`config.mk`:
```
export PLATFORM = sky130hd
export DESIGN_NAME = fb_arbiter
export DESIGN_NICKNAME = d
export VERILOG_FILES = /design/src/rtl/fb_arbiter_pkg.sv /design/src/rtl/fb_arbiter_swap_ctrl.sv /design/src/rtl/fb_arbiter.sv
export SDC_FILE = /design/constraint.sdc
export NUM_CORES = 1
export LEC_CHECK = 0
export CORE_ASPECT_RATIO = 2
export CORE_MARGIN = 4
export CORE_UTILIZATION = 42
export DETAILED_ROUTE_END_ITERATION = 8
export PLACE_DENSITY = 0.85
export SYNTH_ARGS = -nofsm -noshare
export SYNTH_HDL_FRONTEND = slang
export SYNTH_SLANG_ARGS = --single-unit
```
`constraint.sdc`:
```
create_clock -name clk_in -period 1.97 [get_ports clk_in]
set_input_delay 0.394 -clock clk_in [delete_from_list [all_inputs] [get_ports clk_in]]
set_output_delay 0.394 -clock clk_in [all_outputs]
set_load 0.02 [all_outputs]
```
`src/rtl/fb_arbiter_pkg.sv`:
```
// fb_pkg: default widths, packed address width and swap FSM encoding shared
// by the framebuffer arbiter and its bank-swap controller.
package fb_pkg;

  localparam int COL_W_DEF  = 6;
  localparam int ROW_W_DEF  = 4;
  localparam int DATA_W_DEF = 36;

  // {bank, row, col}
  localparam int FB_ADDR_W = 1 + ROW_W_DEF + COL_W_DEF;
  typedef logic [FB_ADDR_W-1:0] fb_addr_t;

  typedef enum logic {
    SWAP_IDLE    = 1'b0,
    SWAP_PENDING = 1'b1
  } swap_state_t;

endpackage

```
`src/rtl/fb_arbiter_swap_ctrl.sv`:
```
// fb_swap_ctrl: front/back bank swap FSM; the swap lands only on a scan frame start.
// FB_DOUBLE_BUFFER_EN undefined: single bank, front_bank and swap_ack tied to 0.
module fb_swap_ctrl
  import fb_pkg::*;
(
  input  logic i_clk,
  input  logic i_rst_n,
  input  logic i_swap_req,
  input  logic i_frame_start,
  output logic o_front_bank,
  output logic o_front_next,
  output logic o_swap_ack,
  output logic o_swap_pending
);

`ifdef FB_DOUBLE_BUFFER_EN
  swap_state_t r_state;
  swap_state_t w_state_next;
  logic        r_front_bank;
  logic        r_swap_ack;
  logic        w_swap;

  // A request coinciding with frame start swaps immediately instead of waiting a frame.
  always_comb begin
    w_state_next = r_state;
    w_swap       = 1'b0;
    case (r_state)
      SWAP_IDLE: begin
        if (i_swap_req) begin
          if (i_frame_start) begin
            w_swap = 1'b1;
          end else begin
            w_state_next = SWAP_PENDING;
          end
        end
      end
      SWAP_PENDING: begin
        if (i_frame_start) begin
          w_swap       = 1'b1;
          w_state_next = SWAP_IDLE;
        end
      end
      default: w_state_next = SWAP_IDLE;
    endcase
  end

  always_ff @(posedge i_clk or negedge i_rst_n) begin
    if (!i_rst_n) begin
      r_state      <= SWAP_IDLE;
      r_front_bank <= 1'b0;
      r_swap_ack   <= 1'b0;
    end else begin
      r_state      <= w_state_next;
      r_front_bank <= r_front_bank ^ w_swap;
      r_swap_ack   <= w_swap;
    end
  end

  assign o_front_bank   = r_front_bank;
  assign o_front_next   = r_front_bank ^ w_swap;
  assign o_swap_ack     = r_swap_ack;
  assign o_swap_pending = (r_state == SWAP_PENDING);
`else
  logic w_unused;
  assign w_unused = &{1'b0, i_clk, i_rst_n, i_swap_req, i_frame_start};

  assign o_front_bank   = 1'b0;
  assign o_front_next   = 1'b0;
  assign o_swap_ack     = 1'b0;
  assign o_swap_pending = 1'b0;
`endif

endmodule

```
`src/rtl/fb_arbiter.sv`:
```
// fb_arbiter: one RAM slot per cycle shared between scan reads (absolute priority)
// and host writes. FB_DOUBLE_BUFFER_EN enables front/back bank double buffering.
module fb_arbiter
  import fb_pkg::*;
#(
  parameter int COL_W  = COL_W_DEF,
  parameter int ROW_W  = ROW_W_DEF,
  parameter int DATA_W = DATA_W_DEF
) (
  input  logic                   clk_in,
  input  logic                   reset,
  input  logic                   scan_req,
  input  logic [ROW_W-1:0]       scan_row,
  input  logic [COL_W-1:0]       scan_col,
  input  logic                   scan_frame_start,
  output logic                   scan_valid,
  output logic [DATA_W-1:0]      scan_data,
  input  logic                   wr_valid,
  output logic                   wr_ready,
  input  logic [ROW_W+COL_W-1:0] wr_addr,
  input  logic [DATA_W-1:0]      wr_data,
  input  logic                   swap_req,
  output logic                   swap_ack,
  output logic                   front_bank,
  output logic [ROW_W+COL_W:0]   ram_addr,
  output logic                   ram_we,
  output logic [DATA_W-1:0]      ram_wdata,
  input  logic [DATA_W-1:0]      ram_rdata
);

  localparam int RC_W = ROW_W + COL_W;

  logic              w_front_bank;
  logic              w_front_next;
  logic              w_swap_ack;
  logic              w_swap_pending;
  logic              w_wr_ready;
  logic              w_wr_fire;
  logic              w_wr_bank;

  logic              r_rd_pend;
  logic              r_scan_valid;
  logic [DATA_W-1:0] r_scan_data;
  logic              r_ram_we;
  logic [RC_W:0]     r_ram_addr;
  logic [DATA_W-1:0] r_ram_wdata;

  fb_swap_ctrl u_swap_ctrl (
    .i_clk          (clk_in),
    .i_rst_n        (reset),
    .i_swap_req     (swap_req),
    .i_frame_start  (scan_frame_start),
    .o_front_bank   (w_front_bank),
    .o_front_next   (w_front_next),
    .o_swap_ack     (w_swap_ack),
    .o_swap_pending (w_swap_pending)
  );

  // Ready never looks at wr_valid, so the host sees no combinational loop.
  assign w_wr_ready = reset & ~scan_req & ~w_swap_pending;
  assign w_wr_fire  = wr_valid & w_wr_ready;

`ifdef FB_DOUBLE_BUFFER_EN
  assign w_wr_bank = ~w_front_next;
`else
  assign w_wr_bank = 1'b0;
`endif

  // Bank selection uses the post-swap value so a fetch on the swapping edge
  // already reads the new front bank.
  always_ff @(posedge clk_in or negedge reset) begin
    if (!reset) begin
      r_rd_pend    <= 1'b0;
      r_scan_valid <= 1'b0;
      r_scan_data  <= '0;
      r_ram_we     <= 1'b0;
      r_ram_addr   <= '0;
      r_ram_wdata  <= '0;
    end else begin
      r_rd_pend    <= scan_req;
      r_scan_valid <= r_rd_pend;
      if (r_rd_pend) begin
        r_scan_data <= ram_rdata;
      end
      r_ram_we <= w_wr_fire;
      if (scan_req) begin
        r_ram_addr <= {w_front_next, scan_row, scan_col};
      end else if (w_wr_fire) begin
        r_ram_addr  <= {w_wr_bank, wr_addr};
        r_ram_wdata <= wr_data;
      end
    end
  end

  assign wr_ready   = w_wr_ready;
  assign scan_valid = r_scan_valid;
  assign scan_data  = r_scan_data;
  assign ram_we     = r_ram_we;
  assign ram_addr   = r_ram_addr;
  assign ram_wdata  = r_ram_wdata;
  assign swap_ack   = w_swap_ack;
  assign front_bank = w_front_bank;

endmodule

```
## Word level (Yosys, flattened, before mapping)

Index checks and enable logic that the tools add are counted.

- Register bits after elaboration: 86
- Bits of input ports: 98
- Logic and storage cells: 13
- Output and inout bits: 88

- Reductions and logical operators: 2
- Mux-type cells: 2
- Bitwise operators: 3

Operator list:

| operator | count |
|---|---|
| $mux 11 | 2 |
| $and 1x1->1 | 2 |
| $reduce_and 2->1 | 1 |
| $reduce_bool 2->1 | 1 |
| $not 1->1 | 1 |

## Longest topological paths before layout

- Depth in word-level cells: 5
- Mapped depth: 4
- Mapped depth without buffers: 2

## Cells and area by module

Synthesis repeated with hierarchy kept, for this count alone.

- Cell total of the unflattened synthesis: 199
- Area, all modules: 3303.2 um^2

Modules (own cells, without submodules):

| module | cells an instance | area an instance (um^2) | sequential area each (um^2) | instances |
|---|---|---|---|---|
| fb_arbiter | 194 | 3269.4 | 2152.1 | 1 |
| fb_swap_ctrl | 5 | 33.8 | 0.0 | 1 |

## Least setup slack after synthesis

No wires, ideal clock.

- Path type: input-to-output
- From: input reset
- To: output wr_ready
- Arrival time: 1.013 ns
- Slack: 0.563 ns
- Data required time: 1.576 ns
- Path buffers: 1
- Cell stages on the path: 2
- Cells stage by stage: clkbuf_1 nor2b_1

- Cells in the longest elaborated chain, start to end: 1

RTL lines:

| element | RTL line | RTL |
|---|---|---|
| start, declared | fb_arbiter.sv:11 | `input logic reset,` |
| $and 1x1->1 | fb_arbiter.sv:60 | `assign w_wr_ready = reset & ~scan_req & ~w_swap_pending;` |
| end, declared | fb_arbiter.sv:19 | `output logic wr_ready,` |

Every way passes these cells.

## Final worst setup path

- From: register r_ram_wdata[17] (netlist: ram_wdata[17])
- To: output ram_wdata[17]

RTL lines:

| element | RTL line | RTL |
|---|---|---|
| start, declared | fb_arbiter.sv:46 | `logic [DATA_W-1:0] r_ram_wdata;` |
| start signal, assigned | fb_arbiter.sv:90 | `r_ram_wdata <= wr_data;` |
| end, declared | fb_arbiter.sv:27 | `output logic [DATA_W-1:0] ram_wdata,` |

No word-level cell between the ends.

==> impl_metrics.env <==
export IMPL_syn_instance_count=219
export IMPL_path_class="reg -> out"
export IMPL_postCtsHoldBufs=0
export IMPL_nNetsFinal=501
export IMPL_wl_um=9330
export IMPL_nFillCells=578
export IMPL_fmax_mhz=577
export IMPL_cts_tree="built"
export IMPL_grt_first_pass_wirelength_um=14400
export IMPL_antenna_found_initial=0
export IMPL_multi_input_area_um2=1160
export IMPL_gp_congestion=0.723
export IMPL_fin_skew_ns=0.00771
export IMPL_root_buffer="clkbuf_16"
export IMPL_track_usage_pct=19.5
export IMPL_final_util_pct=70.9
export IMPL_cts_buffers=9
export IMPL_leakagePower_nw=2.46
export IMPL_syn_to_final_growth_pct=64.0
export IMPL_yosys_register_bits=85
export IMPL_wl_per_cell_um=18.5
export IMPL_overflow=0
export IMPL_pwr_density_cell_nw_per_um2=942
export IMPL_cts_buffer_depth=2
export IMPL_vias=2472
export IMPL_drc=0
export IMPL_yosysSeqAreaShare_pct=61.9
export IMPL_path_cells="clkdlybuf4s50_1"
export IMPL_cts_htree_levels=3
export IMPL_yosys_warnings=0
export IMPL_synthesis_area_um2=3430
export IMPL_post_cts_buffers=0
export IMPL_drt_pass1_iterations=4
export IMPL_ys_types=15
export IMPL_die_area_um2=9780
export IMPL_tightestPinTransition_ns=0.948
export IMPL_final_antenna_net_count=0
export IMPL_placementRows=46
export IMPL_synth_area_leader_cell="dfrtp_1"
export IMPL_max_cap_violations=0
export IMPL_rsz0062_at_grt="false"
export IMPL_clkSinkCount=85
export IMPL_required_ns=1.58
export IMPL_dp_hpwl_um=7280
export IMPL_port_buffers=180
export IMPL_regArea_um2=2130
export IMPL_ir_drop_uv=650
export IMPL_cp_top_family="buffers and inverters"
export IMPL_cp_slowest_cell="clkdlybuf4s50_1"
export IMPL_synth_top_cells_by_area="dfrtp_1, mux2_2, mux2_4, nand4b_1, o311ai_0"
export IMPL_clk_latency_ns=0.33
export IMPL_clkTransAtPathRegs_ns=0.06
export IMPL_cp_start_kind="register"
export IMPL_finalMaxSlewViolations=0
export IMPL_cp_end_kind="output pin"
export IMPL_grt_max_degree=78
export IMPL_initial_core_util_pct=43.2
export IMPL_synth_top_area_share_pct=61.9
export IMPL_antennaDiodeCount=0
export IMPL_avgSynthCellArea_um2=15.7
export IMPL_setup_tns_ns=0
export IMPL_grt_pass1_vias=2800
export IMPL_via_per_inst=4.90
export IMPL_period_minus_slack_ns=1.73
export IMPL_critPathMaxFanout=2
export IMPL_core_area_um2=7940
export IMPL_pin_count=186
export IMPL_arrival_ns=1.34
export IMPL_cts_resized=1
export IMPL_relSlewSlack_pct=36.8
export IMPL_finalSetupViolations=0
export IMPL_fp_dieH_um=136
export IMPL_fin_worst_hold_slack_ns=0.0306
export IMPL_slowest_delay_ns=0.65
export IMPL_hp_class="in -> async"
export IMPL_status="completed"
export IMPL_critPathBufInv=1
export IMPL_drive_above_1_share_pct=23.0
export IMPL_hold_violations=0
export IMPL_drtIter0Drc=99
export IMPL_period_share_pct=87.9
export IMPL_die_x_um=71.9
synth_stat cells:
cell type and n:
mux2_2 43, and2_1 1, inv_1 11, mux2_4 29, dfrtp_1 85, buf_2 4
nand4b_1 10, nor2b_1 1, o311ai_0 10, nand3b_1 1, nand2_1 10, clkbuf_1 6
buf_4 3, conb_1 1, buf_6 4
final cells by class:
type	count	share of cell area, %
flip-flops and latches	85	37.8
repair buffers	188	33.2
multi-input cells	108	20.7
clock buffers	12	4.20
well taps	96	2.13
clock inverters	4	1.29
inverters	11	0.733
path summary, 6_finish.rpt:
check	startpoint	end	slack, ns	cells past startpoint
setup / recovery	ram_wdata[17]$_DFFE_PN0P_	ram_wdata[17]	0.24	1
hold / removal	reset	ram_addr[7]$_DFFE_PN0P_	0.03	2
setup reg to reg	r_rd_pend$_DFF_PN0_	scan_data[23]$_DFFE_PN0P_	0.72	2
hold reg to reg	scan_data[29]$_DFFE_PN0P_	scan_data[29]$_DFFE_PN0P_	0.51	1
max in group asynchronous	reset	r_rd_pend$_DFF_PN0_	0.74	3
min in group clk_in	scan_data[29]$_DFFE_PN0P_	scan_data[29]$_DFFE_PN0P_	0.51	1
logic make-up (layout without fill, tap and decap cells):
| logic type | Yosys count | in the layout | synth area share [%] |
|---|---|---|---|
| compound gates | 10 | 10 | 2.55 |
| mux | 72 | 72 | 26.8 |
| buf+inv | 28 | 215 | 4.41 |
| other cells | 1 | 3 | 0.109 |
| flops | 85 | 85 | 61.9 |
| simple gates | 23 | 23 | 4.23 |
registers in the layout (all words and copies together) (netlist names):
signal,cells
r_rd_pend,1
ram_addr,10
ram_wdata,36
ram_we,1
scan_data,36
scan_valid,1
cells in the final DEF (no fill, tap or decap), types with 2 or more instances in the layout:
cell type        Yosys  routed
mux2_4              29      29
o311ai_0            10      10
clkbuf_1             6       3
inv_1               11      11
dfrtp_1             85      85
nand4b_1            10      10
conb_1               1       3
mux2_2              43      43
buf_4                3       8
clkbuf_16            0       9
bufinv_16            0       2
nand2_1             10      10
clkdlybuf4s50_1      0     178
where the power goes:
group / internal (mW) / switching, mW
Combinational: 0.823 / 0.612
Sequential: 1.99 / 0.137
Clock: 1.11 / 0.638
Total: 3.92 / 1.39
metal layers:
layer | track usage (%) | wire length [um] | part of all wire, % | vias to the layer above
met4 | 10.5 | 451 | 4.8 | 0
met1 | 20.2 | 3020 | 32 | 1199
met3 | 5.03 | 590 | 6.3 | 30
met2 | 35.0 | 5260 | 56 | 118
li1 | - | - | - | 1125
met5 | 0 | 0 | 0 | -
metrics by stage:
step / setup WS, ns / power [mW] / instances / instance area (um^2)
after global routing: 0.205 / 5.54 / 504 / 5630
final: 0.237 / 5.31 / 504 / 5630
after global placement: -0.0593 / 3.55 / 488 / 5320
after floorplan: 0.563 / 2.78 / 221 / 3440
after detailed placement: -0.0528 / 3.60 / 488 / 5320
after CTS: 0.225 / 5.38 / 504 / 5630
(Power assumes the default switching activity.)
==> RTL edit (same flow settings) <==
Add a define of `FB_DOUBLE_BUFFER_EN`.
--- a/src/rtl/fb_arbiter_swap_ctrl.sv
+++ b/src/rtl/fb_arbiter_swap_ctrl.sv
@@ -1,5 +1,7 @@
 // fb_swap_ctrl: front/back bank swap FSM; the swap lands only on a scan frame start.
 // FB_DOUBLE_BUFFER_EN undefined: single bank, front_bank and swap_ack tied to 0.
+`define FB_DOUBLE_BUFFER_EN
+
 module fb_swap_ctrl
   import fb_pkg::*;
 (
Formal check against the unedited RTL: not equivalent (a bounded check fails within 4 cycles, from zero or initial values and one cycle with reset low).
==> RTL edit against the unedited design <==
- global-route usage rose by 0.39 points
- final area up 1.0%
- sequential share of layout area increased by 1.4 points
- synthesized area decreased by 2.8%
- sequential cell count is 4 higher
- total power up 10%
- combinational power rose by 10%
- setup slack lost 0.11 ns
- sequential power rose by 8%
- wire length down 1.5%
- clock power rose by 13%
- largest cell class unchanged
- largest power group unchanged
==> RTL edit: results (changes against the unedited design) <==
INFO  metric clock_insertion_delay_worst_skew = 0.33 ns (about the same)
INFO  metric cts.clk_slew.worst_paths = 0.06 ns (about the same)
INFO  metric h-tree-depth = 3 (unchanged)
INFO  metric max-clock-path-buffers = 2 (unchanged)
INFO  metric outcome = complete, no violations
INFO  metric irDropWorstVdd = 694 uV (+6.8%)
INFO  metric drt_pre_antenna_iters = 4 (unchanged)
INFO  metric track_usage = 0.199 (+0.00391)
INFO  metric largest_net_degree_at_the_start_of_global_routing = 57 (-27%)
INFO  metric dp_cells = 480 (-1.6%)
INFO  metric ys_seq_area_frac = 0.667 (+0.0479)
INFO  metric synth_common_cells = dfrtp_1, mux2_2, a21o_1, a22o_1, buf_2
INFO  metric worst_setup_path_startpoint = scan_req
INFO  metric transition_time_at_the_pin_with_the_least_slew_margin = 0.675 ns (-0.273 ns)
INFO  metric synth_area_per_cell = 16.4 sq um (+4.9%)
INFO  metric tritoncts.num_buffers = 9 (unchanged)
INFO  metric worst_clock_skew = 0.00709 ns (-0.000622 ns)
INFO  metric max_fanout_on_critical_path = 2 (unchanged)
INFO  metric placed_area = 5340 sq um (+0.23%)
INFO  metric root_buffer = clkbuf_16
INFO  metric synth_compound_gate_area_share = 0.0577 (+0.0322)
INFO  metric detailedPlace.worstSlack = -0.161 ns (-0.108 ns)
INFO  metric antenna_found_initial = 0 (unchanged)
INFO  metric synthesized_netlist_net_count = 301
INFO  metric vias = 2434 (-1.5%)
INFO  metric grt_pass1_wl = 14300 microns (-0.67%)
INFO  metric nets = 495 (-1.2%)
INFO  metric worst_hold_path_type = input pin to asynchronous set/reset pin
INFO  metric timing.critical_path.arrival = 1.45 ns (+0.11 ns)
INFO  metric avgRoutedWirePerCell = 18.5 microns (+0.11%)
INFO  metric post-cts-setup-buffers = 0 (unchanged)
INFO  metric drt-initial-drc-count = 68 (-31%)
INFO  metric post_synth_num_cell_types = 16 (+1)
INFO  metric synth_fa_ha_area_frac = 0 (unchanged)
INFO  metric post_route_cells_drive_above_1_share = 0.244 (+0.0134)
INFO  metric power.static_leakage = 2.42 nW (-1.3%)
INFO  metric yosys_warning_count = 0 (unchanged)
INFO  metric dp.final_hpwl = 7340 microns (+0.79%)
INFO  metric crit-reg2reg-launch = u_swap_ctrl.o_swap_pending$_DFF_PN0_
INFO  metric buffer_ports.inserted = 185 (+2.8%)
INFO  metric muxShareOfSynthArea = 0.243 (-0.0249)
INFO  metric gp_congestion = 0.791 (+9.4%)
INFO  metric yosys.area_share.xor_xnor = 0.00262 (+0.00262)
INFO  metric post_synth_main_area_contributors = dfrtp_1, mux2_2, a22o_1
INFO  metric routed_wl = 9190 microns (-1.5%)
INFO  metric asyncSetResetFlopFracSynth = 1.00 (unchanged)
INFO  metric first_global_vias = 2695 (-3.8%)
INFO  metric antennaDiodeCount = 0 (unchanged)
==> RTL edit: final timing paths <==
| path | endpoint | slack [ns] | cells after the start |
|---|---|---|---|
| max | wr_ready | 0.13 | 3 |
| min | u_swap_ctrl.o_front_bank$_DFF_PN0_ | 0.20 | 2 |
| max reg2reg | ram_wdata[18]$_DFFE_PN0P_ | 0.44 | 3 |
| min reg2reg | ram_addr[2]$_DFFE_PN0P_ | 0.48 | 1 |
| max in group asynchronous | ram_wdata[29]$_DFFE_PN0P_ | 0.86 | 3 |
| min in group clk_in | ram_addr[2]$_DFFE_PN0P_ | 0.48 | 1 |
==> RTL edit: power by group <==
group / internal (mW) / leakage (nW) / total, mW / switching (mW)
combinational: 0.891 / 1.19 / 1.59 / 0.703
sequential: 2.12 / 1.06 / 2.28 / 0.161
clock: 1.31 / 0.173 / 1.97 / 0.663
==> RTL edit: final cells by class <==
| cell class | count | area (sq um) |
|---|---|---|
| clock buffers | 12 | 256 |
| clock inverters | 4 | 98.8 |
| fillers | 527 | 1970 |
| multi-input cells | 103 | 1050 |
| flip-flops and latches | 89 | 2230 |
| well taps | 94 | 118 |
| repair buffers | 194 | 1940 |
==> RTL edit: critical path, cell delays in order <==
cell             delay (ns)
clkdlybuf4s50_1        0.42
nor3b_1                0.24
dlygate4sd2_1          0.38
==> RTL edit: per-layer routing <==
metal / wire [microns] / up-vias / global-route usage / share of wire
met5: 0 / - / 0 / 0
met4: 182 / 0 / 0.0753 / 0.020
met3: 616 / 14 / 0.0585 / 0.067
met2: 5410 / 108 / 0.382 / 0.59
met1: 2980 / 1199 / 0.193 / 0.32
li1: - / 1113 / - / -
==> RTL edit: timing repair <==
action,CTS,global route
resized for setup,1,0
hold buffers,0,0
setup endpoints to repair,1,0
